`src/rtl/clk_div_multi.sv`:
```
// Multi-channel runtime-programmable clock divider / tick generator.
//
// Each channel divides clk_i by its own divisor P (values 0 and 1 act as 2).
// clk_o is high for H cycles and then low for P-H cycles. tick_o pulses in the
// last low cycle of every period. A new divisor is picked up only at a period
// boundary: a wrap, an enable edge or a sync_i pulse. This keeps the outputs
// free of runt and stretched pulses.
//
// Optional feature: define CLKDIV_DUTY_EN to add the high_i port. It gives a
// per-channel high time H, clamped to 1..P-1, which is latched together with
// the divisor. Without the macro, H = P >> 1.

module clk_div_multi #(
    parameter int unsigned NUM_CH = 4,
    parameter int unsigned DIV_W  = 16
) (
    input  logic                    clk_i,
    input  logic                    rst_i,
    input  logic [NUM_CH-1:0]       en_i,
    input  logic                    sync_i,
    input  logic [NUM_CH*DIV_W-1:0] div_i,
`ifdef CLKDIV_DUTY_EN
    input  logic [NUM_CH*DIV_W-1:0] high_i,
`endif
    output logic [NUM_CH-1:0]       clk_o,
    output logic [NUM_CH-1:0]       tick_o
);

    localparam logic [DIV_W-1:0] DivOne = DIV_W'(1);
    localparam logic [DIV_W-1:0] DivTwo = DIV_W'(2);

    // Effective period: divisors below 2 cannot form a high and a low phase.
    function automatic logic [DIV_W-1:0] eff_period(input logic [DIV_W-1:0] d);
        return (d < DivTwo) ? DivTwo : d;
    endfunction

`ifdef CLKDIV_DUTY_EN
    // Effective high time: keep at least one high and one low cycle per period.
    function automatic logic [DIV_W-1:0] eff_high(input logic [DIV_W-1:0] hi,
                                                  input logic [DIV_W-1:0] p);
        if (hi == '0) begin
            return DivOne;
        end
        if (hi > p - DivOne) begin
            return p - DivOne;
        end
        return hi;
    endfunction
`endif

    for (genvar g = 0; g < NUM_CH; g++) begin : g_ch
        logic [DIV_W-1:0] div_in;
        logic [DIV_W-1:0] cnt_q;
        logic [DIV_W-1:0] cnt_d;
        logic [DIV_W-1:0] div_q;
        logic [DIV_W-1:0] div_d;
        logic [DIV_W-1:0] p_q;
        logic [DIV_W-1:0] p_d;
        logic [DIV_W-1:0] h_d;
        logic             en_q;
        logic             load;
        logic             clk_q;
        logic             clk_d;
        logic             tick_q;
        logic             tick_d;

        assign div_in = div_i[g*DIV_W +: DIV_W];
        assign p_q    = eff_period(div_q);

        // Period boundary: enable edge, sync pulse or wrap of the running period.
        assign load = !en_q || sync_i || (cnt_q == p_q - DivOne);

`ifdef CLKDIV_DUTY_EN
        logic [DIV_W-1:0] high_in;
        logic [DIV_W-1:0] high_q;
        logic [DIV_W-1:0] high_d;

        assign high_in = high_i[g*DIV_W +: DIV_W];

        // The high time is shadow-loaded together with the divisor.
        always_comb begin
            high_d = high_q;
            if (en_i[g] && load) begin
                high_d = high_in;
            end
        end

        assign h_d = eff_high(high_d, p_d);
`else
        assign h_d = p_d >> 1;
`endif

        // Next counter and divisor. Priority: disable > restart/wrap > count.
        always_comb begin
            cnt_d = cnt_q;
            div_d = div_q;
            if (!en_i[g]) begin
                cnt_d = '0;
            end else if (load) begin
                cnt_d = '0;
                div_d = div_in;
            end else begin
                cnt_d = cnt_q + DivOne;
            end
        end

        assign p_d    = eff_period(div_d);
        // Outputs are decoded from the next state, so they carry no extra latency.
        assign clk_d  = en_i[g] && (cnt_d < h_d);
        assign tick_d = en_i[g] && (cnt_d == p_d - DivOne);

        // Channel state and registered outputs; reset clears everything at once.
        always_ff @(posedge clk_i or posedge rst_i) begin
            if (rst_i) begin
                en_q   <= 1'b0;
                cnt_q  <= '0;
                div_q  <= '0;
                clk_q  <= 1'b0;
                tick_q <= 1'b0;
`ifdef CLKDIV_DUTY_EN
                high_q <= '0;
`endif
            end else begin
                en_q   <= en_i[g];
                cnt_q  <= cnt_d;
                div_q  <= div_d;
                clk_q  <= clk_d;
                tick_q <= tick_d;
`ifdef CLKDIV_DUTY_EN
                high_q <= high_d;
`endif
            end
        end

        assign clk_o[g]  = clk_q;
        assign tick_o[g] = tick_q;
    end

endmodule
```
`config.mk`:
```
export PLATFORM = sky130hd
export DESIGN_NAME = clk_div_multi
export DESIGN_NICKNAME = d
export VERILOG_FILES = /design/src/rtl/clk_div_multi.sv
export SDC_FILE = /design/constraint.sdc
export NUM_CORES = 1
export LEC_CHECK = 0
export BUFFER_PORTS_ARGS = -buffer_cell sky130_fd_sc_hd__buf_2
export CAP_MARGIN = 30
export CELL_PAD_IN_SITES_DETAIL_PLACEMENT = 1
export CELL_PAD_IN_SITES_GLOBAL_PLACEMENT = 1
export CORE_UTILIZATION = 40
export CTS_CLUSTER_SIZE = 10
export DETAILED_ROUTE_END_ITERATION = 10
export PLACE_DENSITY = 0.71
export SLEW_MARGIN = 20
export SYNTH_ARGS = -nofsm -noshare
export SYNTH_HDL_FRONTEND = slang
export SYNTH_SLANG_ARGS = --single-unit
```
`constraint.sdc`:
```
create_clock -name clk_i -period 8.5 [get_ports clk_i]
set_input_delay 1.275 -clock clk_i [delete_from_list [all_inputs] [get_ports clk_i]]
set_output_delay 1.275 -clock clk_i [all_outputs]
set_load 0.03 [all_outputs]
```
==> results.md, run 1 <==
* Post-CTS setup buffer count at 0
* Reg-to-Reg Start: g_ch[3].div_q[11]
* Htree depth at 4
* Share of the synthesized area in the top cell type at 0.253
* Placed Instances at approximately 2200
* Post-route setup slack at around 1.7 ns
* Worst slew margin at 0.435
* Peak supply drop at roughly 150 µV
* Vias in the first global route at roughly 14000
* Ant diodes at 0
* Initial core utilization at 0.410
* #FFs+latches synth at 140
* Cell Count, Final, Fillers Out at roughly 2200
* Cell taking the most area after synthesis: dfrtp_1
* Top cells by area, synth: dfrtp_1 (25%), ha_1 (6.1%), xnor2_1 (5.8%)
* IO Port Bufs at between 70 and 80
* Post-CTS Hold Buffers at 0
* CP Class: reg2reg
* Dpl ws at 1.80 ns
* Leakage power total at ~0.0065 µW
* Post-synthesis mux area share at 0.0576
* Crit-path max FO at 18
* Hold crit path type: reg2reg
* Layout cells sized above 1 at 0.107
* Status: complete, no violations
* Register area share after synthesis at 0.253
* I/O pin cnt at 79
* First-pass GRT wire length at between 70000 and 80000 µm
* Final Hold Vio Count at 0
* Area growth, synth to finish at 8.88%
* Critical Path AT at between 7 and 8 ns
* Max Slew Vio Count at 0
* R2R setup slack at approximately 1.7 ns
* Commonest non-fill, non-tap cells in the layout: nor2_1 (166), nand2_1 (149), dfrtp_1 (140)
* Max Freq at 147 MHz
* Commonest non-fill, non-tap cell in the layout: nor2_1
* Global route overflow at 0
* Pwr Density at 151 nW/µm²
* Die span in x at 188 µm
* Worst setup path startpoint: g_ch[3].div_q[11]
* Cell Chain, Critical Path: nor4_1 -> nand4_1 -> nand2_1 -> ha_1 -> nor4b_1 -> and2_1 -> a41oi_1 -> a2111o_1 -> and4bb_1 -> a31oi_2 -> nand2b_1 -> o31ai_1 -> ha_1 -> nand2_1 -> or3_1 -> nor3_1 -> mux2i_1 -> mux2_2 -> nor3_1 -> o22ai_1 -> a2111oi_1
* Most used DFF post-synth: dfrtp_1
* Least-Margin Pin Slew at ~0.84 ns
* Gates resized, CTS repair at 0
* DIE AREA at between 30000 and 40000 µm²
* Initial DRC count at about 840
* Post-Synth XOR/XNOR Area at 0.105
* Initial antenna violation count at 0
* Mapped Area at 13900 µm²
* Fin Clk Skew at between 0.007 and 0.008 ns
* Total wire length at ~49000 µm
* EDFF count, synth at 0
* Routed Antenna Nets at 0
* Root buffer cell: clkbuf_16
* Cts bufs inserted at 17
* Hpwl dp at 36800 µm
* CTS tree: built
* Simple-Gate Fraction of Synth Area at 0.290
* Slowest CP cell: nor4b_1
* CP Data Required Time at about 9 ns
* Core area at 33800 µm²
* Clock slew at reported path FFs at ~0.070 ns
* Final setup fails at 0
* MaxCap Viol Count at 0
* Tcrit/Tclk final at 0.802
* Routed length per placed instance at roughly 22 µm
* Sink Count at 140
* Row count at 67
* Worst setup EP type: flop
* Largest family of logic cells by synthesized area: simple AND/OR/NAND/NOR gates
* Buf/Inv on CP at 0
* Unique cell type count in the Yosys netlist at approximately 110
* Via Count at about 14000
* Syn_area_per_cell at 8.01 µm²
* Synth Area in Adders at 0.0614
* Total power at 2280 µW
* TNS Setup at 0 ns
* Hold Crit Start: g_ch[3].cnt_q[0]
* Post-synth ARST share at 1.00
* DRT Pass-1 Iters at 5
* Final core utilization at 0.447
* Final #Nets at 1879
* Worst-skew pair later-pin latency at around 0.46 ns
* Post-route minimum period at 6.81 ns
* Vias/cell at 6.18
* CP delay by family, top: simple AND/OR/NAND/NOR gates
* Cells after synthesis at around 1700
* Yosys Warn Count at 0
* CP startpoint kind: flop
* Synth Area in Compound Gates at 0.171
* DRC viols at 0
* Final GP Congestion at roughly 0.92
* GRT Util Overall at 0.278
* Syn Nets at between 1500 and 2000
* Unrepaired setup endpoints after global routing: false
* Clk buf depth at 2
* Chip height at approximately 190 µm
* Largest net degree at the start of global routing at around 70
* CP peak stage delay at 0.63 ns
-- final cells by class --
class | count | area (µm²)
tap | 448 | 561
inverter | 104 | 395
clock buffer | 20 | 457
clock inverter | 12 | 161
sequential | 140 | 3500
fill | 4092 | 18700
timing repair buffer | 92 | 513
multi-input combinational | 1385 | 9500
-- synthesized netlist by cell type (16+ instances only) --
library cell	count
nor2_1	166
o211ai_1	21
mux2i_1	51
inv_1	101
a21o_1	23
ha_1	68
and3_1	45
nand2_1	149
o21ai_0	46
dfrtp_1	140
xnor2_1	92
a31oi_1	18
nand4_1	27
clkbuf_1	68
and4_1	16
xor2_1	64
nor4_1	32
nand2b_1	19
nor2b_1	16
mux2_2	20
and2_1	17
or4_1	18
nand3_1	69
nor3_1	68
a21oi_1	55
or3_1	38
-- layer usage --
layer / part of all wire / GRT usage / vias to the layer above
li1: - / - / 6305
met1: 0.46 / 0.370 / 6923
met2: 0.48 / 0.464 / 314
met3: 0.039 / 0.0402 / 65
met4: 0.020 / 0.0797 / 0
met5: 0 / 0 / -
-- final timing paths --
path,end,depth (start not counted)
hold reg to reg,g_ch[3].cnt_q[0],1
setup / recovery,g_ch[3].tick_q,21
setup reg to reg,g_ch[3].tick_q,21
max in group asynchronous,g_ch[1].cnt_q[12],4
min in group asynchronous,g_ch[3].cnt_q[13],2
hold / removal,g_ch[3].cnt_q[0],1
-- stage by stage --
step,cell area (µm²),hold WS [ns]
finish,15100,0.596
global route,15100,0.627
CTS,15100,0.597
detailed placement,14400,0.571
global placement,14400,0.587
floorplan,13900,0.490
-- worst register-to-register path, stage by stage, from the launching register on --
cell and delay, ns:
dfrtp_1 0.52, nor4_1 0.62, nand4_1 0.38, nand2_1 0.16, ha_1 0.21, nor4b_1 0.63
and2_1 0.25, a41oi_1 0.14, a2111o_1 0.39, and4bb_1 0.31, a31oi_2 0.11, nand2b_1 0.51
o31ai_1 0.57, ha_1 0.32, nand2_1 0.11, or3_1 0.35, nor3_1 0.14, mux2i_1 0.15
mux2_2 0.31, nor3_1 0.15, o22ai_1 0.10, a2111oi_1 0.27
-- report_power, final --
part | internal [µW] | switching [µW] | total (µW)
combinational | 247 | 384 | 631
sequential | 706 | 110 | 816
clock | 480 | 354 | 834
total | 1430 | 848 | 2280
-- state kept, by name (all words and copies together), names as in the netlist --
signal	count
g_ch.div_q	64
g_ch.en_q	4
g_ch.clk_q	4
g_ch.tick_q	4
g_ch.cnt_q	64
-- cells by family (layout without fill, tap and decap cells) --
| logic type | after synthesis | count (layout) |
|---|---|---|
| mux | 75 | 75 |
| fa+ha+maj | 68 | 68 |
| buf+inv | 206 | 228 |
| xor+xnor | 160 | 160 |
| simple gates | 755 | 755 |
| compound gates | 327 | 327 |
| flops | 140 | 140 |
(Power assumes the default switching activity.)
==> run 2: changes to the inputs <==
==> constraint.sdc (replaced) <==
create_clock -name clk_i -period 7.07 [get_ports clk_i]
set_input_delay 1.0605 -clock clk_i [delete_from_list [all_inputs] [get_ports clk_i]]
set_output_delay 1.0605 -clock clk_i [all_outputs]
set_load 0.03 [all_outputs]
==> results.md, run 2 (synthesized netlist as in run 1, its figures left out) <==
* Peak supply drop at ~180 µV
* DRC viols at 0
* Crit-path max FO at 21
* Root buffer cell: clkbuf_16
* Initial DRC count at about 1000
* Comb pwr share at 0.287
* Area after DPL at roughly 15000 µm²
* Cell Chain, Critical Path: or4_1 -> nor4_2 -> nand2_1 -> nand2_1 -> ha_1 -> and4_1 -> mux2_2 -> a211oi_1 -> nand4_1 -> o31ai_2 -> buf_4 -> nand2_1 -> o21ai_0 -> inv_1 -> ha_1 -> a21o_1 -> a21o_1 -> a21oi_1 -> o21ai_0 -> a311oi_1
* Critical Path AT at ~6.9 ns
* Int Power at around 1700 µW
* Leakage power total at 0.00654 µW
* Initial antenna violation count at 0
* Pwr Density at approximately 180 nW/µm²
* Most used routing layer: met2
* Worst slew margin at 0.352
* CP delay by family, top: simple AND/OR/NAND/NOR gates
* Worst-skew pair later-pin latency at about 0.45 ns
* Final GP Congestion at roughly 0.95
* Final Hold Vio Count at 0
* Clk buf depth at 2
* Die span in x at ~190 µm
* Area growth, synth to finish at 9.03%
* Cts bufs inserted at 17
* TNS Setup at 0 ns
* RR Endpoint: g_ch[0].clk_q
* CTS tree: built
* Chip height at 188 µm
* First-pass GRT wire length at around 78000 µm
* Worst setup EP type: flop
* Commonest non-fill, non-tap cell in the layout: nor2_1
* Layout cells sized above 1 at 0.110
* GR Util met3 at 0.0474
* Tcrit/Tclk final at 0.922
* CP Data Required Time at 7.41 ns
* Htree depth at 4
* Post-CTS Hold Buffers at 0
* CP startpoint kind: flop
* Commonest non-fill, non-tap cells in the layout: nor2_1 (166), nand2_1 (149), dfrtp_1 (140)
* Placed Instances at ~2200
* Clock power share at 0.348
* Routed Antenna Nets at 0
* Reg-to-Reg Start: g_ch[0].div_q[10]
* Slowest CP cell: or4_1
* Worst reg2reg path depth at 20
* Clock slew at reported path FFs at roughly 0.070 ns
* Max Freq at roughly 150 MHz
* Dpl ws at 0.518 ns
* MaxCap Viol Count at 0
* Final #Nets at around 1900
* Final setup fails at 0
* Hpwl dp at 36900 µm
* Post-route minimum period at 6.52 ns
* GRT Util Overall at 0.278
* I/O pin cnt at 79
* Critical path depth at 20
* Crit path top cell by count: nand2_1
* Cell Count, Final, Fillers Out at ~2200
* Met1 usage at 0.368
* CP Class: reg2reg
* Flop pwr share at 0.365
* Unrepaired setup endpoints after global routing: false
* IO Port Bufs at 78
* Least-Margin Pin Slew at ~0.95 ns
* DRT Pass-1 Iters at 5
* Worst setup path startpoint: g_ch[0].div_q[10]
* Largest registers in the final layout: g_ch.cnt_q: 64 flops, g_ch.div_q: 64 flops
* Fin area at 15100 µm²
* Row count at 67
* Global route overflow at 0
* Ant diodes at 0
* Total wire length at 48900 µm
* Initial core utilization at 0.410
* Fin Clk Skew at approximately 0.012 ns
* Routing usage on met2 at 0.452
* Status: complete, no violations
* Largest net degree at the start of global routing at 78
* CP peak stage delay at approximately 0.7 ns
* Vias in the first global route at 13900
* Via Count at 13600
* Sw Pwr at ~1000 µW
* Routed length per placed instance at about 22 µm
* Post-route setup slack at 0.552 ns
* Hold crit path type: reg2reg
* Vias/cell at just over 6
* DIE AREA at 35400 µm²
* Worst setup endpoint: g_ch[0].clk_q
* Max Slew Vio Count at 0
* Sink Count at 140
* R2R setup slack at ~0.55 ns
* Buf/Inv on CP at 2
* Switching Fraction at 0.374
* Core area at about 34000 µm²
[run 2: cell count changes in the layout (fill, tap and decap cells not counted), sizes merged]
cell,change
buf,+9
clkinv,+2
inv,-2
bufinv,-1
nor2,+1
[run 2: routing by layer]
layer,up-vias,part of all wire,wire length [µm]
li1,6307,-,-
met3,103,0.048,2360
met5,-,0,0
met1,6823,0.45,22100
met2,392,0.47,22800
met4,0,0.033,1620
[run 2: how the worst min path moves through the flow]
| stage | start | to | slack (ns) | cells after the start |
|---|---|---|---|---|
| after detailed placement | g_ch[3].cnt_q[0] | g_ch[3].cnt_q[0] | 0.59 | 1 |
| final | g_ch[3].cnt_q[0] | g_ch[3].cnt_q[0] | 0.61 | 1 |
| after CTS | g_ch[3].cnt_q[0] | g_ch[3].cnt_q[0] | 0.61 | 1 |
| after global routing | g_ch[3].cnt_q[0] | g_ch[3].cnt_q[0] | 0.62 | 1 |
| after global placement | g_ch[3].cnt_q[0] | g_ch[3].cnt_q[0] | 0.59 | 1 |
| after floorplan | g_ch[3].cnt_q[0] | g_ch[3].cnt_q[0] | 0.49 | 1 |
[run 2: repair_timing]
item | 4_1_cts | 5_1_grt
setup buffers | 0 | 0
setup endpoints to repair | 0 | 1
gates resized for setup | 0 | 0
[run 2: layout make-up]
type,count,area [µm²]
multi-input combinational,1386,9500
inverter,104,395
tap,448,561
clock inverter,11,120
fill,4113,18700
timing repair buffer,100,576
sequential,140,3500
clock buffer,21,450
[run 2: metrics by stage]
step,hold slack (ns),util,power [µW]
CTS,0.612,0.446,2680
global placement,0.591,0.429,1720
floorplan,0.490,-,1500
global route,0.622,0.447,2810
detailed placement,0.590,0.429,1740
finish,0.606,0.447,2680
[run 2: power groups by stage]
stage	registers, µW	logic (µW)	clock network, µW
2_1_floorplan	892	611	0
3_3_place_gp	984	734	0
3_5_place_dp	988	752	0
4_1_cts	973	758	944
5_1_grt	990	842	974
6_report	977	768	933
[run 2: worst register-to-register path, delay by kind of cell (launching register included)]
kind / cells / cell delay (ns)
compound gates: 8 / 1.92
fa+ha+maj: 2 / 0.54
buf+inv: 2 / 0.41
flops: 1 / 0.52
mux: 1 / 0.37
simple gates: 7 / 2.66
